[config.mk]
export PLATFORM = sky130hd
export DESIGN_NAME = mmio_uart_tx
export DESIGN_NICKNAME = d
export VERILOG_FILES = /design/src/rtl/mmio_uart_tx.sv
export SDC_FILE = /design/constraint.sdc
export NUM_CORES = 1
export LEC_CHECK = 0
export CAP_MARGIN = 20
export CORE_MARGIN = 2
export CORE_UTILIZATION = 35
export DETAILED_ROUTE_END_ITERATION = 10
export PLACE_DENSITY_LB_ADDON = 0.05
export SLEW_MARGIN = 40
export SYNTH_ARGS = -nofsm -noshare
export SYNTH_HDL_FRONTEND = slang
export SYNTH_SLANG_ARGS = --single-unit
[constraint.sdc]
create_clock -name clk -period 3.1 [get_ports clk]
set_input_delay 0.31 -clock clk [delete_from_list [all_inputs] [get_ports clk]]
set_output_delay 0.31 -clock clk [all_outputs]
set_load 0.005 [all_outputs]
[src/rtl/mmio_uart_tx.sv]
// Memory-mapped 8N1 UART transmitter: TX FIFO, combinational STATUS read.
// Ports: clk, reset, memWrite, dataAddress, storeData, readData, hit, txd.
module mmio_uart_tx #(
  parameter logic [31:0] BASE_ADDR    = 32'h0000_0100,
  parameter int          CLKS_PER_BIT = 16,
  parameter int          FIFO_DEPTH   = 4
) (
  input  logic        clk,
  input  logic        reset,
  input  logic        memWrite,
  input  logic [31:0] dataAddress,
  input  logic [31:0] storeData,
  output logic [31:0] readData,
  output logic        hit,
  output logic        txd
);

  localparam int PW = $clog2(FIFO_DEPTH);
  localparam int CW = PW + 1;
  localparam int BW = $clog2(CLKS_PER_BIT);

  localparam logic [CW-1:0] FULL_CNT = CW'(FIFO_DEPTH);
  localparam logic [BW-1:0] BAUD_END = BW'(CLKS_PER_BIT - 1);

  typedef enum logic [1:0] {
    IDLE,
    START,
    DATA,
    STOP
  } state_t;

  state_t        state;
  logic [BW-1:0] baud;
  logic [2:0]    bitcnt;
  logic [7:0]    shift;

  logic [7:0]    mem [FIFO_DEPTH];
  logic [PW-1:0] wptr;
  logic [PW-1:0] rptr;
  logic [CW-1:0] count;
  logic          overflow;

  logic       full;
  logic       empty;
  logic       busy;
  logic       baud_last;
  logic [1:0] off;
  logic       wr_tx;
  logic       wr_stat;
  logic       push;
  logic       drop;
  logic       pop;
  logic [7:0] head;

  logic unused_bits;
  assign unused_bits = ^{dataAddress[1:0], storeData[31:8]};

  assign hit       = dataAddress[31:4] == BASE_ADDR[31:4];
  assign off       = dataAddress[3:2];
  assign full      = count == FULL_CNT;
  assign empty     = count == '0;
  assign busy      = state != IDLE;
  assign baud_last = baud == BAUD_END;

  assign wr_tx   = hit && memWrite && off == 2'd0;
  assign wr_stat = hit && memWrite && off == 2'd1;
  // Full is judged before the edge: a pop on the same edge does not rescue it.
  assign push    = wr_tx && !full;
  assign drop    = wr_tx && full;

  // Pop from IDLE, or at the end of STOP so frames run back-to-back.
  assign pop  = !empty && (state == IDLE ||
                (state == STOP && baud_last));
  assign head = mem[rptr];

  always_comb begin
    readData = '0;
    if (hit) begin
      unique case (1'b1)
        off == 2'd1:
          readData = {24'd0, 4'(count), overflow, empty, full, busy};
        default:
          readData = '0;
      endcase
    end
  end

  always_ff @(posedge clk) begin
    if (push) begin
      mem[wptr] <= storeData[7:0];
    end
  end

  always_ff @(posedge clk) begin
    if (reset) begin
      wptr     <= '0;
      rptr     <= '0;
      count    <= '0;
      overflow <= 1'b0;
    end else begin
      if (push) wptr <= wptr + 1'b1;
      if (pop)  rptr <= rptr + 1'b1;
      if (push && !pop)      count <= count + 1'b1;
      else if (pop && !push) count <= count - 1'b1;
      // Setting wins over a same-edge STATUS clear.
      if (drop)         overflow <= 1'b1;
      else if (wr_stat) overflow <= 1'b0;
    end
  end

  always_ff @(posedge clk) begin
    if (reset) begin
      state  <= IDLE;
      txd    <= 1'b1;
      baud   <= '0;
      bitcnt <= '0;
      shift  <= '0;
    end else begin
      unique case (state)
        IDLE: begin
          txd <= 1'b1;
          if (!empty) begin
            shift  <= head;
            bitcnt <= '0;
            baud   <= '0;
            txd    <= 1'b0;
            state  <= START;
          end
        end
        START: begin
          if (baud_last) begin
            baud  <= '0;
            txd   <= shift[0];
            state <= DATA;
          end else begin
            baud <= baud + 1'b1;
          end
        end
        DATA: begin
          if (baud_last) begin
            baud   <= '0;
            shift  <= {1'b0, shift[7:1]};
            bitcnt <= bitcnt + 1'b1;
            if (bitcnt == 3'd7) begin
              txd   <= 1'b1;
              state <= STOP;
            end else begin
              txd <= shift[1];
            end
          end else begin
            baud <= baud + 1'b1;
          end
        end
        STOP: begin
          if (baud_last) begin
            baud <= '0;
            if (!empty) begin
              shift  <= head;
              bitcnt <= '0;
              txd    <= 1'b0;
              state  <= START;
            end else begin
              txd   <= 1'b1;
              state <= IDLE;
            end
          end else begin
            baud <= baud + 1'b1;
          end
        end
        default: state <= IDLE;
      endcase
    end
  end

endmodule

# Word-level counts from Yosys, hierarchy flattened
# Memories as Yosys holds them, arrays and structs flattened. A register that Yosys moved wholly into a read port is not among the register bits.
# Index checks and enable logic that the tools add are counted.
[totals]
memories = 1
elab_cells = 88
output_inout_bits = 34
ram_bits = 32
input_bits = 67
ff_bits = 26
[mem_list]
columns = ["memory", "words", "width", "read_ports", "rd_ports_with_merged_regs", "wr", "line_no", "rtl"]
rows = [
  ["mem", 4, 8, 1, 1, 1, "37", "logic [7:0] mem [FIFO_DEPTH];"],
]
[classes]
n_addsub = 6
n_eq_ne = 13
reduce_logical = 25
muxes = 34
[op_table]
columns = ["op", "count"]
rows = [
  ["$mux W32", 1],
  ["$eq A28 B5 Y1 const B", 1],
  ["$mux W8", 3],
  ["$pmux W8 S3", 1],
  ["$mux W3", 5],
  ["$mux W2", 7],
  ["$mux W1", 10],
  ["$ne A2 B2 Y1 const B", 5],
  ["$logic_and A1 B1 Y1", 9],
  ["$pmux W3 S3", 1],
  ["$mux W4", 2],
  ["$pmux W2 S4", 1],
  ["$pmux W4 S2", 1],
  ["$mux W7", 1],
  ["$add A3 B1 Y3 const B", 2],
  ["$eq A3 B3 Y1 const B", 2],
  ["$reduce_and A3 Y1", 2],
  ["$reduce_bool A2 Y1", 3],
  ["$reduce_and A5 Y1", 1],
  ["$add A2 B1 Y2 const B", 2],
  ["$add A4 B1 Y4 const B", 1],
  ["$eq A2 B1 Y1 const B", 2],
  ["$eq A2 B2 Y1 const B", 2],
  ["$eq A4 B4 Y1 const B", 1],
  ["8 further kinds", 12],
]

# Logic depth before layout (Yosys ltp)
[depth]
ltp_word = 8
ltp_mapped = 10
depth_no_buf = 10

# Least setup slack after synthesis
# No wires, ideal clock.
[synth_path]
path_type = "input port to flip-flop"
start = "input dataAddress[6]"
end = "register count[2]"
path_buffers = 0
path_slack_ps = 563
stages = 9
t_arrival_ps = 2466
required_time_ps = 3029
setup_time_ps = 71
cell_sequence = "nor4b_1 > nand4_1 > nor3_1 > ha_1 > inv_1 > fa_1 > xor2_1 > or3_1 > a21oi_1"
[synth_between]
elab_chain_cells = 7
word_cells_on_any_way = 9
cone_classes = "1 x eq/ne; 1 x mux; 7 x reduce/logical"
[synth_lines]
columns = ["element", "line_no", "rtl"]
rows = [
  ["start: declaration", "11", "input logic [31:0] dataAddress,"],
  ["$eq A28 B5 Y1 (*)", "58", "assign hit = dataAddress[31:4] == BASE_ADDR[31:4];"],
  ["$logic_and A1 B1 Y1 (*) (2 in a row)", "65", "assign wr_tx = hit && memWrite && off == 2'd0;"],
  ["$logic_and A1 B1 Y1 (*)", "68", "assign push = wr_tx && !full;"],
  ["via push", "50", "logic push;"],
  ["$logic_not A1 Y1", "104", "else if (pop && !push) count <= count - 1'b1;"],
  ["$logic_and A1 B1 Y1", "104", ""],
  ["$reduce_bool A2 Y1 (no source line)", "n/a", ""],
  ["end signal: assignment", "103", "if (push && !pop) count <= count + 1'b1;"],
  ["end signal: assignment", "104", ""],
  ["end: declaration", "40", "logic [CW-1:0] count;"],
]
# Mark *: on every way through the listed nets, which the timed path passes. The rest lies on a longest branch.
# A chain may end at the register's enable or synchronous reset.

# Worst setup path after layout
[layout_path]
start = "input dataAddress[6]"
end = "output readData[0]"
[layout_between]
elab_chain_cells = 2
[layout_lines]
columns = ["element", "line_no", "rtl"]
rows = [
  ["$eq A28 B5 Y1", "58", ""],
  ["$mux W32", "78", "if (hit) begin"],
  ["end: declaration", "13", "output logic [31:0] readData,"],
]
# Every way passes these cells.

==> parameters.txt <==
Parameter                              Value

Drt
  Iteration count of the initial detailed-routing pass ... 4
  Total via count in the routed design ... 2,051
  First DRT Iteration DRCs ... 45
  Routed WL ... 5.56 mm
  Detailed-route wire length per cell ... 12.9 um
  Count of nets left with antenna violations after detail routing ... 0
  Post-DR vias/cell ... 4.77
  Residual DRC count ... 0

STA
  Max Slew Vio Count ... 0
  Unrepaired setup endpoints after global routing ... false
  Final hold vios ... 0
  Total of endpoints with negative setup slack in the final report ... 0
  Worst Max-Slew Pin Slew ... 556 ps
  Tmin final ... 2780 ps
  Rel. slew slack ... 62.9%
  Max Freq ... 360 MHz
  Final sum of negative setup slack ... 0 ps
  Worst clock skew on the final layout ... 5.68 ps
  Tcrit/Tclk final ... 89.6%

Placed design
  Routability congestion estimate from global placement ... 0.732
  # port buffers ... 49
  HPWL after DPL ... 4.03 mm

Worst setup path
  FF-to-FF End ... count[2]
  Max Fanout on Critical Path ... 7
  R2r worst-path depth ... 9
  Critical Path End Type ... primary output
  Worst Path Arrival ... 2470 ps
  Setup crit start kind ... input pin
  Critical Path Max Stage Delay ... 510 ps
  Critical path type ... input pin to primary output
  Data required time at the worst endpoint ... 2790 ps
  Critical path cell sequence ... clkdlybuf4s50_1 > nor4b_1 > nand4_1 > buf_4 > nor4_4 > nor2b_1 > clkdlybuf4s50_1
  Launch instance of the worst register-to-register path ... count[0]
  CP most frequent cell ... clkdlybuf4s50_1
  Setup slack on the worst flop-to-flop path ... 570 ps
  Cell type of the slowest stage on the worst timing path ... clkdlybuf4s50_1

Final layout
  Filler cell count in the final layout ... 804
  Count of nets after finishing ... 401
  Combined area of the multi-input logic cells ... 0.00124 mm2
  Total area of sequential cells ... 0.00152 mm2
  End-of-flow core utilization ... 45.5%
  Relative area change from synthesis to final layout ... 26.3%
  Share of final-layout standard cells stronger than drive strength 1 ... 12.0%
  Ant. Diodes ... 0

Synth
  Post-synthesis cell count ... 261
  Most common cell in the netlist ... edfxtp_1
  Async SR Flop Fraction ... 0%
  Post-synth design cell area ... 0.00294 mm2
  Post-Syn Area per Cell ... 11.3 um2
  Area fraction of the dominant cell type after synthesis ... 32.6%
  Synth area leader ... edfxtp_1
  Synthesized flop and latch total ... 60
  Part of the Yosys area used for sequential elements ... 51.7%
  Synth Warn # ... 0
  Number of distinct library cells after synthesis ... 46
  Cell types occupying the most area after synthesis ... edfxtp_1, dfxtp_1, buf_4
  Most used standard cells in the synthesized netlist ... edfxtp_1, dfxtp_1, buf_4
  Primary FF master, synth ... edfxtp_1
  Number of enable flip-flop cells after synthesis ... 32

Outcome
  Outcome ... complete, no violations

Pwr
  Pwr per Cell Area ... 723 mW/mm2
  Leakage ... 0.00134 uW
  Maximum ir drop on the vdd rail ... 289 uV

Floorplan
  Rows ... 33
  Die Area ... 0.00916 mm2
  Die X-Extent ... 95.7 um
  Effective utilization at floorplan ... 36.0%
  Area of the core region ... 0.00818 mm2
  Num ports ... 101
  Die Y-Extent ... 95.7 um

Min path
  Cell depth of the worst hold path ... 2
  Type of the most critical hold path ... input pin to register
  Worst hold path endpoint ... rptr[0]
  HP Start ... reset

CTS
  Htree depth ... 3
  Worst-path clk slew ... 70 ps
  Clock tree from TritonCTS ... built
  Post-CTS Setup Bufs ... 0
  Hold buffer count at cts ... 0
  Number of buffers on the longest clock path ... 2
  CTS sink cnt ... 60
  Number of gates given a new drive strength after cts ... 0
  CTS Root Cell ... clkbuf_8
  TritonCTS buffer count ... 9
  Skew-Pair Late Insertion Delay ... 330 ps

GRT
  Largest net degree at the start of global routing ... 28
  Overall global routing resource usage ... 13.2%
  Via count of the first global-routing pass ... 2,011
  Remaining global-route overflow ... 0
  Global-route wire length before repair ... 9.18 mm
  Antenna violations before repair ... 0

Job
  Number of max-cap violations ... 0
## flip-flops by register name, summed over array words and instances, names as in the netlist, named ones only
signal    count
wptr          2
baud          4
rptr          2
mem          32
txd           1
bitcnt        3
state         2
count         3
shift         8
overflow      1
## kinds of logic after synthesis
kind of cell,synth area share (%)
AND/OR/NAND/NOR,15.2
flip-flops,51.7
buffers and inverters,9.39
AO/OA/AOI/OAI,9.09
adder cells (fa/ha/maj),6.21
multiplexers,7.14
XOR/XNOR,1.19
other,0.127
## cell type report
class                           count  share of cell area [%]
Multi-Input combinational cell    179                    33.5
Tap cell                          105                    3.53
Clock buffer                       10                    3.43
Sequential cell                    60                    40.9
Clock inverter                      6                    2.39
Inverter                           10                    1.01
Timing Repair Buffer               60                    15.3
## cells in the final DEF, fill, tap and decap left out, types with 2 or more instances in the layout
master            n
a211oi_1          8
a21oi_1          19
a31oi_1           2
and2_1           10
and3_1            2
and4_1            2
buf_4            11
bufinv_16         2
clkbuf_8          9
clkdlybuf4s50_1  48
clkinvlp_4        2
conb_1           25
dfxtp_1          28
edfxtp_1         32
ha_1             13
inv_1             9
mux2i_1           3
mux4_2            8
nand2_1          13
nand3_1           9
nand4_1           4
nor2_1           19
nor2b_1           2
nor3_1            4
nor3b_1           2
nor4_1            7
o21ai_0           3
o31ai_1           2
or3_1             3
xor2_1            4
## critical path: cells and delay by family
family / cells / cell delay, ps
buffers and inverters: 3 / 1110
AND/OR/NAND/NOR: 4 / 1040
## power by group
group / internal (uW) / leakage, uW / switching, uW / total [uW]
Combinational: 424 / 0.000722 / 472 / 895
Clock: 452 / 0.000102 / 309 / 761
Sequential: 933 / 0.000517 / 101 / 1030
Total: 1810 / 0.00134 / 882 / 2690
## worst max-delay path by stage
| stage | from | endpoint | slack (ps) | depth (start not counted) |
|---|---|---|---|---|
| global route | dataAddress[6] | readData[0] | 130 | 7 |
| CTS | dataAddress[6] | readData[0] | 170 | 7 |
| finish | dataAddress[6] | readData[0] | 320 | 7 |
| global placement | dataAddress[20] | count[2] | 70 | 11 |
| detailed placement | dataAddress[6] | count[2] | 100 | 10 |
| floorplan | dataAddress[6] | count[2] | 560 | 9 |
## through the flow
step           std cells  hold slack, ps  setup slack (ps)  instance area (um2)  power [uW]
3_3_place_gp         414             442              74.2                 3500        1950
5_1_grt              430             470               133                 3720        2890
3_5_place_dp         414             451              97.4                 3490        1960
6_report             430             429               323                 3720        2690
4_1_cts              430             434               170                 3710        2730
2_1_floorplan        285             409               563                 3030        1730
## routing by layer
metal  routed length [um]  part of all wire, %  global-route usage [%]
met2                 2630                   47                    21.7
met1                 2570                   46                    16.7
met4                   64                  1.2                    3.93
met3                  285                  5.1                    3.99
met5                    0                    0                       0
No activity file was read; power rests on OpenSTA's default activity.
